## src/rtl/slow_tick_pkg.sv

```systemverilog
// Shared definitions for the slow tick counter: run-control FSM encoding
// and default build parameters.
package slow_tick_pkg;

    typedef enum logic [1:0] {
        ST_IDLE  = 2'b00,
        ST_RUN   = 2'b01,
        ST_PAUSE = 2'b10
    } run_state_t;

    localparam int DEF_WIDTH       = 8;
    localparam int DEF_MAX         = 9;
    localparam int DEF_SYNC_STAGES = 2;

endpackage

```

## src/rtl/slow_tick_counter_edge_sync.sv

```systemverilog
// Synchroniser chain plus registered rising-edge detector for an async level
// input; reusable for slow clocks and push-button inputs.
module edge_sync #(
    parameter int SYNC_STAGES = 2
) (
    input  logic clk_in,
    input  logic rst,
    input  logic d_in,
    output logic rise_pulse
);

    logic [SYNC_STAGES-1:0] sync_p0;
    logic                   prev_p1;

    always_ff @(posedge clk_in or posedge rst) begin
        if (rst) begin
            sync_p0    <= '0;
            prev_p1    <= 1'b0;
            rise_pulse <= 1'b0;
        end else begin
            sync_p0    <= {sync_p0[SYNC_STAGES-2:0], d_in};
            // stage boundary: edge detect on the fully synchronised level
            prev_p1    <= sync_p0[SYNC_STAGES-1];
            rise_pulse <= sync_p0[SYNC_STAGES-1] & ~prev_p1;
        end
    end

endmodule

```

## src/rtl/slow_tick_counter.sv

```systemverilog
// Counts synchronised rising edges of slow_in modulo MAX+1 under start/stop/clr
// run control. Build macro SLOW_TICK_DOWN_EN adds a dir input for down-counting.
module slow_tick_counter
    import slow_tick_pkg::*;
#(
    parameter int WIDTH       = DEF_WIDTH,
    parameter int MAX         = DEF_MAX,
    parameter int SYNC_STAGES = DEF_SYNC_STAGES
) (
    input  logic             clk_in,
    input  logic             rst,
    input  logic             slow_in,
    input  logic             start,
    input  logic             stop,
    input  logic             clr,
`ifdef SLOW_TICK_DOWN_EN
    input  logic             dir,
`endif
    output logic             tick,
    output logic [WIDTH-1:0] count,
    output logic             wrap,
    output logic             running
);

    localparam logic [WIDTH-1:0] MAX_W = WIDTH'(MAX);
    localparam logic [WIDTH-1:0] ONE_W = WIDTH'(1);

    run_state_t       state_q;
    run_state_t       state_d;
    logic [WIDTH:0]   step;
    logic             count_en;

    // Result is {wrap, next_count}.
    function automatic logic [WIDTH:0] step_up(input logic [WIDTH-1:0] c);
        if (c == MAX_W) begin
            return {1'b1, {WIDTH{1'b0}}};
        end
        return {1'b0, c + ONE_W};
    endfunction

`ifdef SLOW_TICK_DOWN_EN
    function automatic logic [WIDTH:0] step_down(input logic [WIDTH-1:0] c);
        if (c == '0) begin
            return {1'b1, MAX_W};
        end
        return {1'b0, c - ONE_W};
    endfunction
`endif

    edge_sync #(
        .SYNC_STAGES(SYNC_STAGES)
    ) u_edge_sync (
        .clk_in    (clk_in),
        .rst       (rst),
        .d_in      (slow_in),
        .rise_pulse(tick)
    );

    always_ff @(posedge clk_in or posedge rst) begin
        if (rst) begin
            state_q <= ST_IDLE;
        end else begin
            state_q <= state_d;
        end
    end

    always_comb begin
        state_d = state_q;
        if (clr) begin
            state_d = ST_IDLE;
        end else begin
            case (state_q)
                ST_IDLE, ST_PAUSE: if (start && !stop) state_d = ST_RUN;
                ST_RUN:            if (stop) state_d = ST_PAUSE;
                default:           state_d = ST_IDLE;
            endcase
        end
    end

    assign running  = (state_q == ST_RUN);
    // A tick landing while still in IDLE/PAUSE is not counted, even on a start cycle.
    assign count_en = (state_q == ST_RUN) && tick;

    always_comb begin
        step = step_up(count);
`ifdef SLOW_TICK_DOWN_EN
        if (dir) step = step_down(count);
`endif
    end

    always_ff @(posedge clk_in or posedge rst) begin
        if (rst) begin
            count <= '0;
            wrap  <= 1'b0;
        end else if (clr) begin
            count <= '0;
            wrap  <= 1'b0;
        end else if (count_en) begin
            count <= step[WIDTH-1:0];
            wrap  <= step[WIDTH];
        end else begin
            wrap  <= 1'b0;
        end
    end

endmodule

```

## config.mk

```make
export PLATFORM = sky130hd
export DESIGN_NAME = slow_tick_counter
export DESIGN_NICKNAME = d
export VERILOG_FILES = /design/src/rtl/slow_tick_pkg.sv /design/src/rtl/slow_tick_counter_edge_sync.sv /design/src/rtl/slow_tick_counter.sv
export SDC_FILE = /design/constraint.sdc
export NUM_CORES = 1
export LEC_CHECK = 0
export CORE_MARGIN = 2
export CORE_UTILIZATION = 45
export CTS_BUF_LIST = sky130_fd_sc_hd__clkbuf_2
export CTS_CLUSTER_SIZE = 24
export DETAILED_ROUTE_END_ITERATION = 10
export PLACE_DENSITY_LB_ADDON = 0.05
export SLEW_MARGIN = 25
export SYNTH_ARGS = -nofsm -noshare
export SYNTH_HDL_FRONTEND = slang
export SYNTH_HIERARCHICAL = 1
export SYNTH_SLANG_ARGS = --single-unit
```

## constraint.sdc

```tcl
create_clock -name clk_in -period 1.16 [get_ports clk_in]
set_input_delay 0.174 -clock clk_in [delete_from_list [all_inputs] [get_ports clk_in]]
set_output_delay 0.174 -clock clk_in [all_outputs]
set_load 0.01 [all_outputs]
```

After elaboration in Yosys (flattened, before gate mapping)
Index checks and enable logic that the tools add are counted.
{"block": "op_classes", "bitwise_logic": 2, "addsub": 1, "eq_ne": 5, "muxes": 11, "reduce_logical": 7}
{"operator": "$mux W9", "count": 2}
{"operator": "$mux W8", "count": 2}
{"operator": "$add A8 B1 Y8 const B", "count": 1}
{"operator": "$eq A8 B4 Y1 const B", "count": 1}
{"operator": "$mux W2", "count": 3}
{"operator": "$ne A3 B3 Y1 const B", "count": 2}
{"operator": "$pmux W2 S2", "count": 1}
{"operator": "$mux W1", "count": 3}
{"operator": "$eq A2 B1 Y1 const B", "count": 1}
{"operator": "$eq A2 B2 Y1 const B", "count": 1}
{"operator": "$logic_and A1 B1 Y1", "count": 2}
{"operator": "$logic_not A2 Y1", "count": 1}
{"operator": "$reduce_and A2 Y1", "count": 1}
{"operator": "$reduce_bool A2 Y1", "count": 1}
{"operator": "$reduce_or A2 Y1", "count": 1}
{"operator": "$and A1 B1 Y1", "count": 1}
{"operator": "$logic_not A1 Y1", "count": 1}
{"operator": "$not A1 Y1", "count": 1}
{"block": "word_totals", "regBits": 15, "elab_cells": 32}

Depth between registers and ports, before layout
Gate-level depths: netlist (run 1).
{"block": "depth", "depth_word": 5, "ltp_mapped": 5, "mapped_depth_nobuf": 5}

Hierarchy
Netlist (run 1), hierarchy kept.
{"module": "slow_tick_counter", "seq_area_each_um2": 275.3, "instances": 1, "cells_each": 60, "area_per_inst_um2": 589.3}
{"module": "edge_sync", "seq_area_each_um2": 100.1, "instances": 1, "cells_each": 6, "area_per_inst_um2": 117.6}

Worst setup path after synthesis (run 1)
OpenSTA, ideal clock, no wires.
{"block": "synth_timing", "path_kind": "register to register", "startpoint": "register state_q[1]", "endpoint": "register count[4]", "required_ns": 1.082, "path_stages_with_launch": 6, "path_buffers": 1, "path_slack_ns": -0.129, "setup_time_ns": 0.078, "arrival_ns": 1.211, "path_cell_list": "dfrtp_1 and3b_1 buf_6 o21ai_4 or3_1 a21oi_1"}
{"block": "synth_via", "elab_chain_cells": 3}
{"item": "start: declaration", "line": "slow_tick_counter.sv:28", "text": "run_state_t state_q;"}
{"item": "start signal: assignment", "line": "slow_tick_counter.sv:63", "text": "state_q <= state_d;"}
{"item": "$eq A2 B1 Y1", "line": "slow_tick_counter.sv:82", "text": "assign count_en = (state_q == ST_RUN) && tick;"}
{"item": "$logic_and A1 B1 Y1", "line": "slow_tick_counter.sv:82"}
{"item": "$reduce_bool A2 Y1 (no source line)"}
{"item": "end signal: assignment", "line": "slow_tick_counter.sv:99", "text": "count <= step[WIDTH-1:0];"}
{"item": "end: declaration", "line": "slow_tick_counter.sv:20", "text": "output logic [WIDTH-1:0] count,"}
No other way between the ends.
A chain may end at the register's enable or synchronous reset.

Final worst setup path (run 1)
{"block": "layout_timing", "startpoint": "register count[1]", "endpoint": "register count[0]"}
{"block": "layout_via", "elab_chain_cells": 5}
{"item": "$eq A8 B4 Y1", "line": "slow_tick_counter.sv:35", "text": "if (c == MAX_W) begin"}
{"item": "$mux W1", "line": "slow_tick_counter.sv:35"}
{"item": "$mux W9", "line": "slow_tick_counter.sv:38", "text": "return {1'b0, c + ONE_W};"}
{"item": "$mux W8", "line": "slow_tick_counter.sv:98", "text": "end else if (count_en) begin"}
{"item": "$mux W8", "line": "slow_tick_counter.sv:95", "text": "end else if (clr) begin"}
No other way between the ends. The select of a mux whose other input is x is not followed.

==> metrics.md, run 1 <==
| Metric | Value |
|---|---|
| Core area | 1490 µm² |
| Non-Filler Instances | 129 |
| P_sw | 0.231 mW |
| Inst Count DP | 114 |
| RePlAce Congestion | 0.846 |
| Via count | 676 |
| Critical path class | register to register |
| Power density over cell area | 732 nW/µm² |
| CP max-delay cell | dfrtp_2 |
| P_int | 0.672 mW |
| H-tree depth | 1 |
| HPWL reported at the end of detailed placement | 1.21 mm |
| Slew @ Worst Pin | 323 ps |
| Crit path max fanout | 4 |
| CTS buffer count | 3 |
| Peak VDD IR | 0.000824 V |
| Area post-placement | 1030 µm² |
| Die Y | 43.6 µm |
| Multi-input gate area | 379 µm² |
| Routed WL | 1.96 mm |
| Max_slew headroom | 78.4% |
| Hold buffers post-CTS | 0 |
| Synth Area per Inst | 10.7 µm² |
| Grt ovf | 0 |
| Min setup slack post-route | -234 ps |
| Largest net degree at the start of global routing | 10 |
| Failing checks | setup timing |
| Sequential share of the synthesized area | 53.1% |
| Clk slew on worst S/H paths | 150 ps |
| DRT iter0 DRCs | 12 |
| CTS max path bufs | 2 |
| Distinct cells, synth | 26 |
| Clock root cell | clkbuf_2 |
| Async SR Flop Fraction | 100% |
| Netlist Area Pre-Place | 707 µm² |
| Max Cap Viol | 0 |
| WL/cell | 15.2 µm |
| Final Critical Period | 1390 ps |
| Vias per inst | 5.24 |
| Crit path required time | 1370 ps |
| Ys flop type | dfrtp_1 |
| Hold Crit Class | primary input to asynchronous set/reset pin |
| Fillers | 90 |
| DRT Pass-1 Iters | 4 |
| Critical-path cell list | buf_6, inv_4, ha_4, nand4_1, buf_4, nand3b_1, a21oi_2 |
| Hold Slack | 61.4 ps |
| Routed Antenna Nets | 0 |
| Clock skew | 6.95 ps |
| Synth warn | 6 |
| Critical Path Sink Type | register |
| Number of global-route vias before repair | 720 |
| Ranking of synthesized cells by area | dfrtp_1, xor2_1, a21oi_1 |
| Layout cells sized above 1 | 52.2% |
| Most common cell in the netlist | dfrtp_1 |
| Top Ports | 17 |
| First-pass GRT wire length | 3.26 mm |
| Area leader, netlist | dfrtp_1 |
| Rows | 14 |
| Synthesized net count | 74 |
| N_diodes | 0 |
| Initial antenna violation count | 0 |
| Cells after Synth | 66 |
| Drt drc | 0 |
| Full die area | 1900 µm² |
| Synth cell count leaders | dfrtp_1, a21oi_1, inv_1, nor2_1, nand2_1 |
| Final setup fails | 10 |
| Yosys top cell area share | 53.1% |
| Yosys reg bits | 15 |
| Final hold violation count | 0 |
| Synth-to-Final Area Change | 74.5% |
| EDFF count, synth | 0 |
| Combinational share of power | 12.0% |
| IO buf count | 16 |
| CTS tree | built |
| Starting Density | 47.5% |
| Sw frac | 25.6% |
| RSZ-0062 raised after global routing | yes |
| Sequential power share | 59.9% |
| Area occupied by registers | 378 µm² |
| Max Freq | 717 MHz |
| Die width | 43.6 µm |
| Skew-Pair Late Insertion Delay | 300 ps |
| Final instance area | 1230 µm² |
| Share of total power in the clock network | 28.2% |
| Arr. time, crit path | 1600 ps |
| Clock Sink Count | 15 |
| Final max-slew violation count | 0 |
| Final worst path period share | 120% |
| Critical Path Max Stage Delay | 450 ps |
| Nets | 122 |
| Pleak | 0.563 nW |
| Total GRT Usage | 24.2% |
| Critical Path Start Type | register |
| Outcome | finished, violations left |
## kinds of logic (layout without fill, tap and decap cells)
group / after synthesis / in the layout / synth area share, %
AO/OA/AOI/OAI: 16 / 16 / 15.9
buffers and inverters: 7 / 54 / 4.78
adder cells (fa/ha/maj): 2 / 2 / 3.54
XOR/XNOR: 3 / 3 / 3.72
AND/OR/NAND/NOR: 23 / 23 / 18.9
flip-flops: 15 / 15 / 53.1
## layout by cell type (no fill, tap or decap), drive strengths merged, types with 2 or more instances in the layout
cell type,Yosys,layout
a21oi,5,5
buf,1,36
clkbuf,1,4
clkdlybuf4s15,0,3
clkdlybuf4s50,0,5
dfrtp,15,15
ha,2,2
inv,5,5
nand2,4,4
nand3b,2,2
nand4,2,2
nor2,5,5
nor3,3,3
o2111ai,2,2
o21ai,4,4
or3,2,2
xor2,3,3
## final timing paths
path                                   startpoint                     end  slack (ps)  cells after the start
max                                      count[1]                count[0]        -230                      7
min                                           rst                count[1]          60                      2
max reg2reg                              count[1]                count[0]        -230                      7
min reg2reg                u_edge_sync/sync_p0[0]  u_edge_sync/sync_p0[1]         370                      0
max in group asynchronous                     rst                count[7]         750                      3
min in group clk_in                       slow_in  u_edge_sync/sync_p0[0]         300                      1
## power by group through the flow
stage               clock network [mW]  logic (mW)  registers (mW)
finish                           0.255       0.108           0.541
global placement                     0      0.0895           0.551
detailed placement                   0      0.0921           0.551
global route                     0.279       0.118           0.543
CTS                              0.265       0.103           0.540
floorplan                            0      0.0344           0.551
## worst max-delay path: cells and delay by family, from the launching register on
family,cells,cell delay (ps)
simple gates,2,280
flops,1,450
buf+inv,3,410
compound gates,1,60
fa+ha+maj,1,110
## routing by layer
metal	GRT usage, %	part of all wire (%)	vias up
li1	-	-	326
met1	30.8	42	326
met2	39.4	52	20
met3	3.75	4.6	4
met4	12.7	1.7	0
met5	0	0	-
## flip-flops by register name (all words and copies together), names as in the netlist
signal / flops
count: 8
state_q: 2
u_edge_sync/prev_p1: 1
u_edge_sync/rise_pulse: 1
u_edge_sync/sync_p0: 2
wrap: 1
## through the flow
step | power (mW) | TNS, ps | worst slack (ps) | utilization, %
after global routing | 0.940 | -2600 | -286 | 82.9
after floorplan | 0.586 | -363 | -71.9 | -
after detailed placement | 0.644 | -1960 | -292 | 69.1
after CTS | 0.909 | -1830 | -201 | 81.4
final | 0.904 | -1900 | -234 | 82.9
after global placement | 0.640 | -1600 | -238 | 69.1
## repair_timing
item	in CTS	in global routing
endpoints found under the setup margin	20	20
buffers inserted	12	2
resized for setup	56	14
pin swaps	11	7
## layout make-up
class / count / share of cell area, %
Clock buffer: 3 / 1.22
Clock inverter: 1 / 0.406
Inverter: 5 / 1.72
Multi-Input combinational cell: 44 / 30.7
Sequential cell: 15 / 30.6
Tap cell: 16 / 1.62
Timing Repair Buffer: 45 / 33.7
(Power assumes the default switching activity.)
==> run 2: changes to the inputs <==
- CORE_UTILIZATION: 45 -> 49
- clock period: 1.16 -> 1.3 ns (I/O delays scaled with it)
==> metrics.md, run 2 (synthesized netlist as in run 1, its figures left out) <==
| Metric | Value |
|---|---|
| WL/cell | 19.8 µm |
| IO buf count | 16 |
| Critical Path Sink Type | register |
| Setup_tns | -826 ps |
| Initial antenna violation count | 0 |
| Peak VDD IR | 0.000550 V |
| Clk slew on worst S/H paths | 150 ps |
| CP startpoint | count[1] |
| Slew @ Worst Pin | 432 ps |
| CP max-delay cell | dfrtp_1 |
| Final setup fails | 9 |
| Clock Sink Count | 15 |
| RSZ-0062 raised after global routing | yes |
| Metal3 WL | 154 µm |
| Power density over cell area | 688 nW/µm² |
| Hold Slack | 103 ps |
| Min setup slack post-route | -127 ps |
| Routed WL | 2.54 mm |
| Clock root cell | clkbuf_2 |
| Arr. time, crit path | 1660 ps |
| HPWL reported at the end of detailed placement | 1.21 mm |
| Critical path class | register to register |
| Full die area | 1760 µm² |
| CTS buffer count | 3 |
| Critical Path Start Type | register |
| Area post-placement | 998 µm² |
| Critical-path cell list | buf_6, ha_4, nand4_1, or3_1, a21oi_2 |
| DRT Pass-1 Iters | 4 |
| Crit path max fanout | 4 |
| Top layer in use | met4 |
| Hold Crit Class | primary input to asynchronous set/reset pin |
| Commonest non-fill, non-tap cell in the layout | buf_4 |
| Max Cap Viol | 0 |
| Die width | 42.0 µm |
| Layout cells sized above 1 | 49.6% |
| Nets | 122 |
| Non-Filler Instances | 128 |
| Rows | 13 |
| Failing checks | setup timing |
| Crit path required time | 1540 ps |
| Critical R2R Launch | count[1] |
| Final max-slew violation count | 0 |
| M1 WL | 1.01 mm |
| Vias per inst | 6.06 |
| Final instance area | 1180 µm² |
| Hold buffers post-CTS | 0 |
| First-pass GRT wire length | 3.08 mm |
| Final hold violation count | 0 |
| Inst Count DP | 112 |
| Core area | 1320 µm² |
| Number of global-route vias before repair | 666 |
| Final Critical Period | 1430 ps |
| Clock skew | 9.45 ps |
| Top Ports | 17 |
| RePlAce Congestion | 0.840 |
| Largest net degree at the start of global routing | 12 |
| Outcome | finished, violations left |
| Max Freq | 701 MHz |
| CTS tree | built |
| Drt drc | 0 |
| Met2 WL | 1.28 mm |
| Reg with most FFs | count |
| N_diodes | 0 |
| Fillers | 56 |
| Routed Antenna Nets | 0 |
| H-tree depth | 1 |
| Die Y | 42.0 µm |
| Grt ovf | 0 |
| DRT iter0 DRCs | 38 |
| Largest register FFs | 8 |
| Largest registers | count x8, state_q x2, u_edge_sync/sync_p0 x2 |
| CTS max path bufs | 2 |
| Final worst path period share | 110% |
| Commonest cells after routing, fill and taps aside | buf_4, dfrtp_1, clkbuf_2 |
| Skew-Pair Late Insertion Delay | 290 ps |
| Synth-to-Final Area Change | 67.1% |
| Starting Density | 53.7% |
| Critical Path Max Stage Delay | 440 ps |
| Total GRT Usage | 23.7% |
| Via count | 776 |
| Pleak | 0.566 nW |
| Max_slew headroom | 71.2% |
run 2: cell types whose count changed in the layout (fill, tap and decap cells not counted), sizes merged:
| cell | change |
|---|---|
| clkdlybuf4s15 | -3 |
| clkinv | -1 |
| dlygate4sd2 | +5 |
| clkbuf | +3 |
| buf | -4 |
run 2: worst max-delay path: cells and delay by family, from the launching register on:
kind | cells | cell delay (ps)
AO/OA/AOI/OAI | 1 | 130
buffers and inverters | 1 | 130
AND/OR/NAND/NOR | 2 | 540
adder cells (fa/ha/maj) | 1 | 150
flip-flops | 1 | 440
run 2: worst paths after layout:
path / slack (ps) / endpoint / cells after the start
setup / recovery: -130 / count[6] / 5
hold / removal: 100 / u_edge_sync/prev_p1 / 2
setup reg to reg: -130 / count[6] / 5
hold reg to reg: 370 / u_edge_sync/sync_p0[1] / 0
max in group asynchronous: 790 / state_q[1] / 2
min in group clk_in: 350 / u_edge_sync/sync_p0[0] / 1
run 2: per-layer routing:
layer	track usage [%]	vias up
met5	0	-
met4	9.68	0
met3	3.45	13
met2	39.4	47
met1	30.9	389
li1	-	327
run 2: area by class of cell:
class	count	area, µm²	area share [%]
timing repair buffer	45	358	30.3
multi-input combinational	44	390	33.1
sequential	15	375	31.8
tap	15	18.8	1.59
inverter	5	18.8	1.59
clock buffer	4	20.0	1.69
run 2: through the flow:
step | power (mW) | util [%] | worst slack [ps]
final | 0.813 | 89.6 | -127
after global routing | 0.839 | 89.6 | -174
after CTS | 0.794 | 83.6 | -72.8
after detailed placement | 0.569 | 75.8 | -179
after global placement | 0.566 | 75.8 | -157
after floorplan | 0.521 | - | 11.4
run 2: timing repair:
action                     4_1_cts  5_1_grt
setup endpoints to repair       17       13
resized for setup               25       19
pin swaps                        2       15
buffers inserted                 6        7
run 2: power breakdown:
part           internal [mW]  switching, mW
Clock                 0.0815          0.154
Combinational         0.0474         0.0473
Sequential             0.476        0.00659
